--- src/rtl/fifo_break_dv.sv ---
// Elastic FIFO with registered valid and ready paths.
// No combinational path exists between the input and output handshakes.
module fifo_break_dv #(
    parameter int NUM_SLOTS = 4,
    parameter int DATA_TYPE = 32
) (
    input  logic                 clk,
    input  logic                 rst,
    input  logic [DATA_TYPE-1:0] ins,
    input  logic                 ins_valid,
    output logic                 ins_ready,
    output logic [DATA_TYPE-1:0] outs,
    output logic                 outs_valid,
    input  logic                 outs_ready
);

    localparam int PW = (NUM_SLOTS > 1) ? $clog2(NUM_SLOTS) : 1;

    typedef logic [PW-1:0] ptr_t;

    logic [DATA_TYPE-1:0] mem_q [NUM_SLOTS];

    ptr_t head_q, head_d;
    ptr_t tail_q, tail_d;
    logic full_q, full_d;
    logic empty_q, empty_d;
    logic wr, rd;

    // Explicit wrap so non-power-of-two depths work.
    function automatic ptr_t nxt(input ptr_t p);
        if (p == ptr_t'(NUM_SLOTS - 1)) begin
            return '0;
        end
        return p + ptr_t'(1);
    endfunction

    assign ins_ready  = ~full_q;
    assign outs_valid = ~empty_q;
    assign outs       = mem_q[head_q];

    always_comb begin
        wr      = ins_valid & ~full_q;
        rd      = ~empty_q & outs_ready;
        head_d  = head_q;
        tail_d  = tail_q;
        full_d  = full_q;
        empty_d = empty_q;
        if (wr) begin
            tail_d = nxt(tail_q);
        end
        if (rd) begin
            head_d = nxt(head_q);
        end
        if (wr && !rd) begin
            empty_d = 1'b0;
            full_d  = (nxt(tail_q) == head_q);
        end else if (rd && !wr) begin
            full_d  = 1'b0;
            empty_d = (nxt(head_q) == tail_q);
        end
    end

    always_ff @(posedge clk) begin
        if (rst) begin
            head_q  <= '0;
            tail_q  <= '0;
            full_q  <= 1'b0;
            empty_q <= 1'b1;
        end else begin
            head_q  <= head_d;
            tail_q  <= tail_d;
            full_q  <= full_d;
            empty_q <= empty_d;
        end
    end

    // Storage carries no reset; only the flags say what is valid.
    always_ff @(posedge clk) begin
        if (!rst && wr) begin
            mem_q[tail_q] <= ins;
        end
    end

endmodule

--- config.mk ---
export PLATFORM = sky130hd
export DESIGN_NAME = fifo_break_dv
export DESIGN_NICKNAME = d
export VERILOG_FILES = /design/src/rtl/fifo_break_dv.sv
export SDC_FILE = /design/constraint.sdc
export NUM_CORES = 1
export LEC_CHECK = 0
export CORE_ASPECT_RATIO = 1.2
export CORE_MARGIN = 3
export CORE_UTILIZATION = 42
export CTS_BUF_LIST = sky130_fd_sc_hd__clkbuf_4
export CTS_CLUSTER_DIAMETER = 30
export DETAILED_ROUTE_END_ITERATION = 8
export HOLD_SLACK_MARGIN = 0.06
export PLACE_DENSITY = 0.64
export SYNTH_ARGS = -nofsm -noshare
export SYNTH_HDL_FRONTEND = slang
export SYNTH_SLANG_ARGS = --single-unit
--- constraint.sdc ---
create_clock -name clk -period 2.25 [get_ports clk]
set_input_delay 0.3375 -clock clk [delete_from_list [all_inputs] [get_ports clk]]
set_output_delay 0.3375 -clock clk [all_outputs]
set_load 0.1 [all_outputs]
==> results of run 1 <==
power groups by stage:
| stage | Clock [mW] | Combinational [mW] | Sequential, mW |
|---|---|---|---|
| after floorplan | 0 | 0.757 | 2.93 |
| after global placement | 0 | 1.19 | 2.93 |
| after detailed placement | 0 | 1.20 | 2.94 |
| after CTS | 1.37 | 1.20 | 2.88 |
| after global routing | 1.49 | 1.24 | 2.89 |
| final | 1.31 | 1.20 | 2.88 |
what timing repair did:
item	4_1_cts	5_1_grt
gates cloned	0	1
setup endpoints to repair	22	32
hold endpoints to repair	0	0
gates resized for setup	3	3
layout by cell type (no fill, tap or decap), types with 2 or more instances in the layout:
master / Yosys / final
mux4_2: 30 / 32
clkbuf_4: 0 / 19
nor2b_1: 3 / 3
clkinvlp_4: 0 / 2
ha_1: 6 / 6
clkinv_1: 0 / 6
buf_4: 0 / 4
and2_2: 0 / 4
clkinv_2: 0 / 4
xor2_1: 3 / 3
inv_1: 5 / 5
buf_12: 3 / 40
clkdlybuf4s50_1: 0 / 35
dfxtp_1: 8 / 6
nor2_1: 7 / 7
edfxtp_1: 128 / 128
mux2i_1: 4 / 4
metrics by stage:
| stage | hold WS (ns) | setup WS [ns] | instance area (sq um) | power [mW] |
|---|---|---|---|---|
| 6_report | 0.465 | 0.0445 | 6640 | 5.39 |
| 2_1_floorplan | 0.436 | 0.207 | 5090 | 3.69 |
| 3_3_place_gp | 0.491 | 0.308 | 6370 | 4.13 |
| 4_1_cts | 0.409 | -0.0489 | 6600 | 5.45 |
| 5_1_grt | 0.413 | -0.0585 | 6640 | 5.63 |
| 3_5_place_dp | 0.485 | 0.251 | 6370 | 4.14 |
state kept, by name (all words and copies together), names as in the netlist, named ones only:
| register | count |
|---|---|
| mem_q | 128 |
| head_q | 2 |
| tail_q | 2 |
| empty_q | 1 |
| full_q | 1 |
path summary, 6_finish.rpt:
path / start / to / slack, ns / cells past startpoint
setup reg to reg: empty_q / empty_q / 0.71 / 5
setup / recovery: flip-flop / outs[29] / 0.04 / 3
hold reg to reg: full_q / full_q / 0.50 / 2
hold / removal: ins[3] / mem_q[3][3] / 0.46 / 1
final cells by class:
cell class,instances,area [sq um],area share (%)
diodes,1,2.50,0.0377
clock buffers,19,143,2.15
flip-flops and latches,136,4010,60.4
inverters,5,18.8,0.283
clock inverters,13,87.6,1.32
multi-input cells,65,976,14.7
repair buffers,80,1210,18.2
well taps,157,196,2.96
per-layer routing:
| layer | part of all wire, % | wire length, microns | vias up |
|---|---|---|---|
| li1 | - | - | 1078 |
| met1 | 39 | 3370 | 1205 |
| met2 | 56 | 4860 | 55 |
| met3 | 4.6 | 403 | 5 |
| met4 | 1.0 | 91 | 0 |
| met5 | 0 | 0 | - |
kinds of logic (layout without fill, tap and decap cells):
family	after synthesis	in the layout	synth area share, %
multiplexers	36	36	15.1
buffers and inverters	13	117	2.14
AO/OA/AOI/OAI	2	2	0.320
AND/OR/NAND/NOR	17	17	1.65
XOR/XNOR	4	4	0.688
adder cells (fa/ha/maj)	6	6	1.47
flip-flops	136	136	78.6
other	0	1	0
==> results.md, run 1 <==
- The initial antenna violation count came to 1.
- After floorplanning, the core was sized to cover 11700 sq um.
- The die is 107 microns wide.
- The cell type group with the largest total delay on the critical path is multiplexers.
- The maximum count of clock buffers along a single path is 2.
- The net count after synthesis is 256.
- The area of the die is 13500 sq um.
- The estimated wirelength of the detail-placed design is 5580 microns.
- Of the total power, the share spent switching nets is 28.5%.
- The critical path goes through buf_12, mux4_2, buf_12.
- The endpoint kind of the worst setup timing path is an output pin.
- Measured along the y axis, the die boundary spans 127 microns.
- The clock insertion delay at the later pin of the skew report is 0.51 ns.
- Setup repair after global routing could not meet its margin everywhere.
- The number of placed instances, taps included, is 442.
- Summed over all layers, the global routing overflow is 0.
- The TritonCTS clock tree is done.
- Across the VDD grid, the largest voltage drop is 331 uV.
- The initial cell density of the core is 43.4%.
- The clock network fraction of design power is 24.3%.
- Counting the fill cells in the layout gives 930.
- The cell at the slowest stage of the critical path is mux4_2.
- The busiest layer in global routing is met2.
- The final-report hold violation count is 0.
- The depth of the CTS H-tree is 4.
- The register bit total from synthesis is 136.
- The met1 usage is 15.6%.
- The combined global-route utilization of all metal layers is 13.8%.
- Relative to the synthesized area, the layout overhead comes to 30.4%.
- The transition time at the pin with the least slew margin is 0.291 ns.
- For this block, the initial DRC count from the detailed router was 119.
- The count of final setup violators is 0.
- The CTS buffer count is 17.
- Summed over its instances, the top area cell type makes up 75.5% of the synthesized netlist area.
- The switching power summed over all nets is 1.54 mW.
- The hold-fix buffer count after cts is 0.
- The cell at the root of the clock tree is clkbuf_4.
- The max-slew violation count came to 0.
- The sequential element share of the synthesized area is 78.6%.
- The tightest min-delay check is of the in -> reg type.
- The worst path needs 2.21 ns of the cycle, external delays included.
- Counting both buffers and inverters, the worst setup path holds a total of 2.
- The row count is 43.
- Global routing used 4.78% of the available met3 tracks.
- The via density per instance is 4.92.
- STA puts the critical path data arrival time at 1.87 ns.
- Buffers placed on the I/O ports in this run total 69.
- The peak fanout along the critical path is 12.
- By area the synthesized netlist is led by edfxtp_1 75%, mux4_2 13%, dfxtp_1 3.1%, ha_1 1.5%, buf_12 1.2%.
- CTS saw 136 sinks.
- Cells fill 56.6% of the core in the end.
- Of the cells placed in the final design, the portion with a size suffix greater than 1 is 34.3%.
- After detailed routing, the average wire length per cell comes to 18.3 microns.
- The finished layout holds 476 standard cells, fillers aside.
- The tightest slew margin relative to the limit is 80.5%.
- The run finished with clean final reports.
- The cell with the most instances after synthesis is edfxtp_1.
- The number of distinct standard cells referenced by the synthesized netlist is 21.
- The power density over the cells is 812 nW/um^2.
- The cell type with the highest occurrence count on the critical path is buf_12.
- The total standard cell area after synthesis is 5090 sq um.
- The cell leakage power is 2.19 nW.
- The first global-routing pass estimated 13700 microns of wire.
- After clock tree synthesis, the clock-pin slew on the worst setup and hold paths is 0.10 ns.
- The via count of the first global-routing pass is 2628.
- The count of yosys warnings during synthesis is 0.
- The dominant register cell in the synthesized netlist is edfxtp_1.
- The critical path is of the reg -> out type.
- In the final timing run, aggregate negative setup slack is 0 ns.
- The routing usage on met2 is 24.0%.
- Cell internal power was estimated by the tool at 3.86 mW.
- Combinational logic burns 22.2% of the power.
- Across the run, the number of max-cap violations was 0.
- The final weighted congestion of routability-driven global placement is 0.758.
- Buffers added to address setup during post-CTS repair amount to 0.
- Counting flops with an async set or reset pin after synthesis yields a share of 0%.
- The I/O pin count is 70.
- The startpoint class of the critical path is a flip-flop.
- Dividing the final minimum period by the clock period gives 98.0%.
- The required time of the critical path is 1.91 ns.
- The final route contains 2343 vias.
- The pin count of the biggest net entering global routing is 33.
- The per-instance average area after synthesis is 23.8 sq um.
- In this run the remaining antenna-violating nets after routing total 0.
- The synthesized design contains 128 enable-type register cells.
- The number of instances in the synthesized netlist is 214.
- The count of TritonRoute iterations in the first routing pass is 5.
- The remaining design rule violation count is 0.
- The routed design has 8730 microns of wire.
- The maximum frequency from static timing analysis is 453 MHz.
- The dominant cell type by area after synthesis is edfxtp_1.
- Counting instances in the post-synthesis netlist gives the leading cell types as 128 x edfxtp_1, 30 x mux4_2, 8 x dfxtp_1.
- The clock arrives with 0.0120 ns of skew.
- The final layout contains 347 nets.
- The maximum cell stage delay along the critical path is 0.56 ns.
- The sequential group share of total power is 53.5%.
Note: power is estimated with default switching activity, not from simulation.
==> run 2, diff against run 1 <==
--- a/config.mk
+++ b/config.mk
@@ -7,12 +7,13 @@
 export LEC_CHECK = 0
 export CORE_ASPECT_RATIO = 1.2
 export CORE_MARGIN = 3
-export CORE_UTILIZATION = 42
+export CORE_UTILIZATION = 56
 export CTS_BUF_LIST = sky130_fd_sc_hd__clkbuf_4
 export CTS_CLUSTER_DIAMETER = 30
 export DETAILED_ROUTE_END_ITERATION = 8
 export HOLD_SLACK_MARGIN = 0.06
-export PLACE_DENSITY = 0.64
+export PLACE_DENSITY = 0.81
+export REMOVE_ABC_BUFFERS = 1
 export SYNTH_ARGS = -nofsm -noshare
 export SYNTH_HDL_FRONTEND = slang
 export SYNTH_SLANG_ARGS = --single-unit
==> run 2 against run 1 <==
Compared with the run above: clock power grew 3%; worst hold slack gained 0.027 ns; non-clock buffer count grew 8; combinational power is essentially flat; critical path type unchanged; largest power group unchanged.
==> results.md, run 2 (synthesis gave the netlist of run 1 again) <==
- The via count of the first global-routing pass is 2551 (-2.9%).
- The met1 usage is 23.6% (+8.0 points).
- The estimated wirelength of the detail-placed design is 5760 microns (+3.4%).
- The time the final worst path needs with I/O delays and setup is 2.22 ns (+0.0185 ns).
- In the final layout, the registers with the most flip-flops are mem_q: 128 flops, head_q: 2 flops, tail_q: 2 flops.
- The count of final setup violators is 0 (unchanged).
- The CTS buffer count is 17 (unchanged).
- The count of placed standard cells including taps is 408 (-7.7%).
- The setup skew after layout is 0.0222 ns (+0.0103 ns).
- The count of TritonRoute iterations in the first routing pass is 4 (-1).
- Leaving out fill and tap cells, the most frequent cells in the layout are 128 x edfxtp_1, 36 x buf_12, 35 x clkdlybuf4s50_1.
- The first-pass GRT wire length is 13900 microns (+1.2%).
- The cell count of the worst reg-to-reg path is 4 (-1).
- The worst slack after detailed placement came to 0.165 ns (-0.0864 ns).
- The post-route non-filler standard cell count is 443 (-6.9%).
- The run finished with clean final reports.
- The busiest layer in global routing is met2.
- The detail-routed net length per standard cell is 20.2 microns (+10%).
- The end point of the most critical hold path is mem_q[3][18].
- The iteration-0 DRC count of the detailed router was 181 (+52%).
- The startpoint of the worst hold path is ins[18].
- The maximum vdd drop is 576 uV (+74%).
- The required time of the critical path came to 1.91 ns (about the same).
- The met3 track utilization from global routing is 6.61% (+1.8 points).
- Setup repair after global routing could not meet its margin everywhere.
- The peak fanout along the critical path was 8 (-4).
- The total routed wirelength is 8960 microns (+2.6%).
- The row count is 37 (-14%).
- The post-CTS setup repair buffer count was 0 (unchanged).
- The combined global-route utilization of all metal layers is 18.5% (+4.7 points).
- The initial cell density of the core is 58.5% (+15 points).
- The remaining design rule violation count is 0 (unchanged).
- The floorplan die height is 110 microns (-13%).
- The type of the tightest min-delay check is in -> reg.
- The hold-fix buffer count after cts was 0 (unchanged).
- The ratio of cells with drive above 1 in the final layout came to 37.1% (+2.8 points).
- The fraction of the core area covered by cells at the end of the flow was 76.4% (+20 points).
- The worst hold path depth is 1 (unchanged).
- CTS placed an instance of clkbuf_4 at the clock tree root.
- The power density over the cells is 821 nW/um^2 (+1.1%).
- Ranked by flip-flop count, first place goes to mem_q.
- The worst-case setup margin in the final layout is 0.0261 ns (-0.0185 ns).
- The initial antenna violation count is 0 (-1).
- The antenna diode instance count is 0 (-1).
- Leaving out fill and tap cells, the most frequent cell in the layout is edfxtp_1.
- The count of input and output buffers is 69 (unchanged).
- The depth of the CTS H-tree is 4 (unchanged).
- The number of max-cap violations is 0 (unchanged).
- The I/O pin count was 70 (unchanged).
- The fraction of the cycle the final worst path needs is 98.8% (+0.82 points).
- The chip width is 93.0 microns (-13%).
- The flip-flop count of the largest register after layout is 128 (unchanged).
- The pin count of the biggest net entering global routing is 33 (unchanged).
- The count of antenna-violating nets left after detailed routing is 0 (unchanged).
- The clock insertion delay at the later pin of the skew report is 0.48 ns (-0.03 ns).
- The TritonCTS clock tree is done.
- The total number of vias came to 2409 (+2.8%).
- The start-to-end type of the worst setup path is reg -> out.
- The area of the die is 10300 sq um (-24%).
- The startpoint class of the critical path is a flip-flop.
- The endpoint arrival time on the critical path is 1.89 ns (+0.02 ns).
- The total power of the final layout is 5.46 mW (+1.2%).
- The final-report hold violation count was 0 (unchanged).
- The clock input transition at the sequential cells of the worst setup and hold paths is 0.11 ns (about the same).
- The number of clock sinks seen by CTS is 136 (unchanged).
- The core area was 8700 sq um (-26%).
- The slack of the worst reg-to-reg path is 0.65 ns (-0.06 ns).
- The cell leakage power is 2.24 nW (+2.1%).
- The tightest slew margin relative to the limit is 81.6% (+1.1 points).
- STA classifies the critical path endpoint as an output pin.
- The area added between synthesis and finish is 30.6%.
- The routing usage on met2 is 30.1% (+6.1 points).
- The maximum frequency from static timing analysis came to 450 MHz (-0.83%).
- The maximum count of clock buffers along a single path is 2 (unchanged).
- The final layout net count is 355 (+2.3%).
- The critical register-to-register path startpoint is full_q.
- The max-slew violation count is 0 (unchanged).
- The final weighted congestion of routability-driven global placement is 0.783 (+3.3%).
- The transition time at the pin with the least slew margin is 0.278 ns (-0.0128 ns).
- The via density per instance is 5.44 (+10%).
- The worst register-to-register path ends at mem_q[0][29].
- The total congestion overflow after global routing is 0 (unchanged).
==> run 2: per-layer routing <==
metal	wire (microns)	share of wire, %
met1	3430	38
met2	4820	54
met3	611	6.8
met4	94	1.0
met5	0	0
==> run 2: worst max path at each step <==
| stage | startpoint | end | slack (ns) | cells after the start |
|---|---|---|---|---|
| after CTS | flip-flop | outs[19] | -0.01 | 3 |
| after floorplan | flip-flop | outs[16] | -0.67 | 1 |
| after global placement | ins_valid | mem_q[0][9] | 0.26 | 5 |
| final | flip-flop | outs[21] | 0.03 | 3 |
| after global routing | flip-flop | outs[30] | -0.07 | 3 |
| after detailed placement | ins_valid | mem_q[0][4] | 0.16 | 5 |
==> run 2: report_power, final <==
| group | leakage, nW | internal (mW) | switching (mW) |
|---|---|---|---|
| Combinational | 0.882 | 0.484 | 0.741 |
| Clock | 0.129 | 0.547 | 0.802 |
| Sequential | 1.23 | 2.85 | 0.0377 |
| Total | 2.24 | 3.88 | 1.58 |
==> run 2: what timing repair did <==
action                                 CTS  global route
gates cloned                             2             1
resized for setup                        5             0
setup endpoints to repair               32            32
endpoints found under the hold margin    0             0
==> run 2: final cells by class <==
class,count,area [sq um]
Clock buffer,18,135
Clock inverter,14,110
Fill cell,497,2050
Inverter,5,18.8
Multi-Input combinational cell,65,976
Sequential cell,136,4010
Tap cell,117,146
Timing Repair Buffer,88,1260
==> run 2: through the flow <==
stage               instance area (sq um)  hold slack (ns)  TNS (ns)
floorplan                            5000            0.410    -14.58
global placement                     6330            0.489         0
detailed placement                   6330            0.501         0
CTS                                  6630            0.457   -0.0630
global route                         6650            0.455     -1.56
finish                               6650            0.491         0
==> run 2: critical path, stage by stage, from the launching register on <==
cell       delay, ns
dfxtp_4         0.47
clkbuf_16       0.21
mux4_2          0.54
buf_12          0.19
==> run 3, diff against run 2 <==
--- a/config.mk
+++ b/config.mk
@@ -5,6 +5,7 @@
 export SDC_FILE = /design/constraint.sdc
 export NUM_CORES = 1
 export LEC_CHECK = 0
+export ABC_CLOCK_PERIOD_IN_PS = 2250
 export CORE_ASPECT_RATIO = 1.2
 export CORE_MARGIN = 3
 export CORE_UTILIZATION = 56
==> results of run 3 <==
Final layout, timing and power as in run 2 (identical DEF).
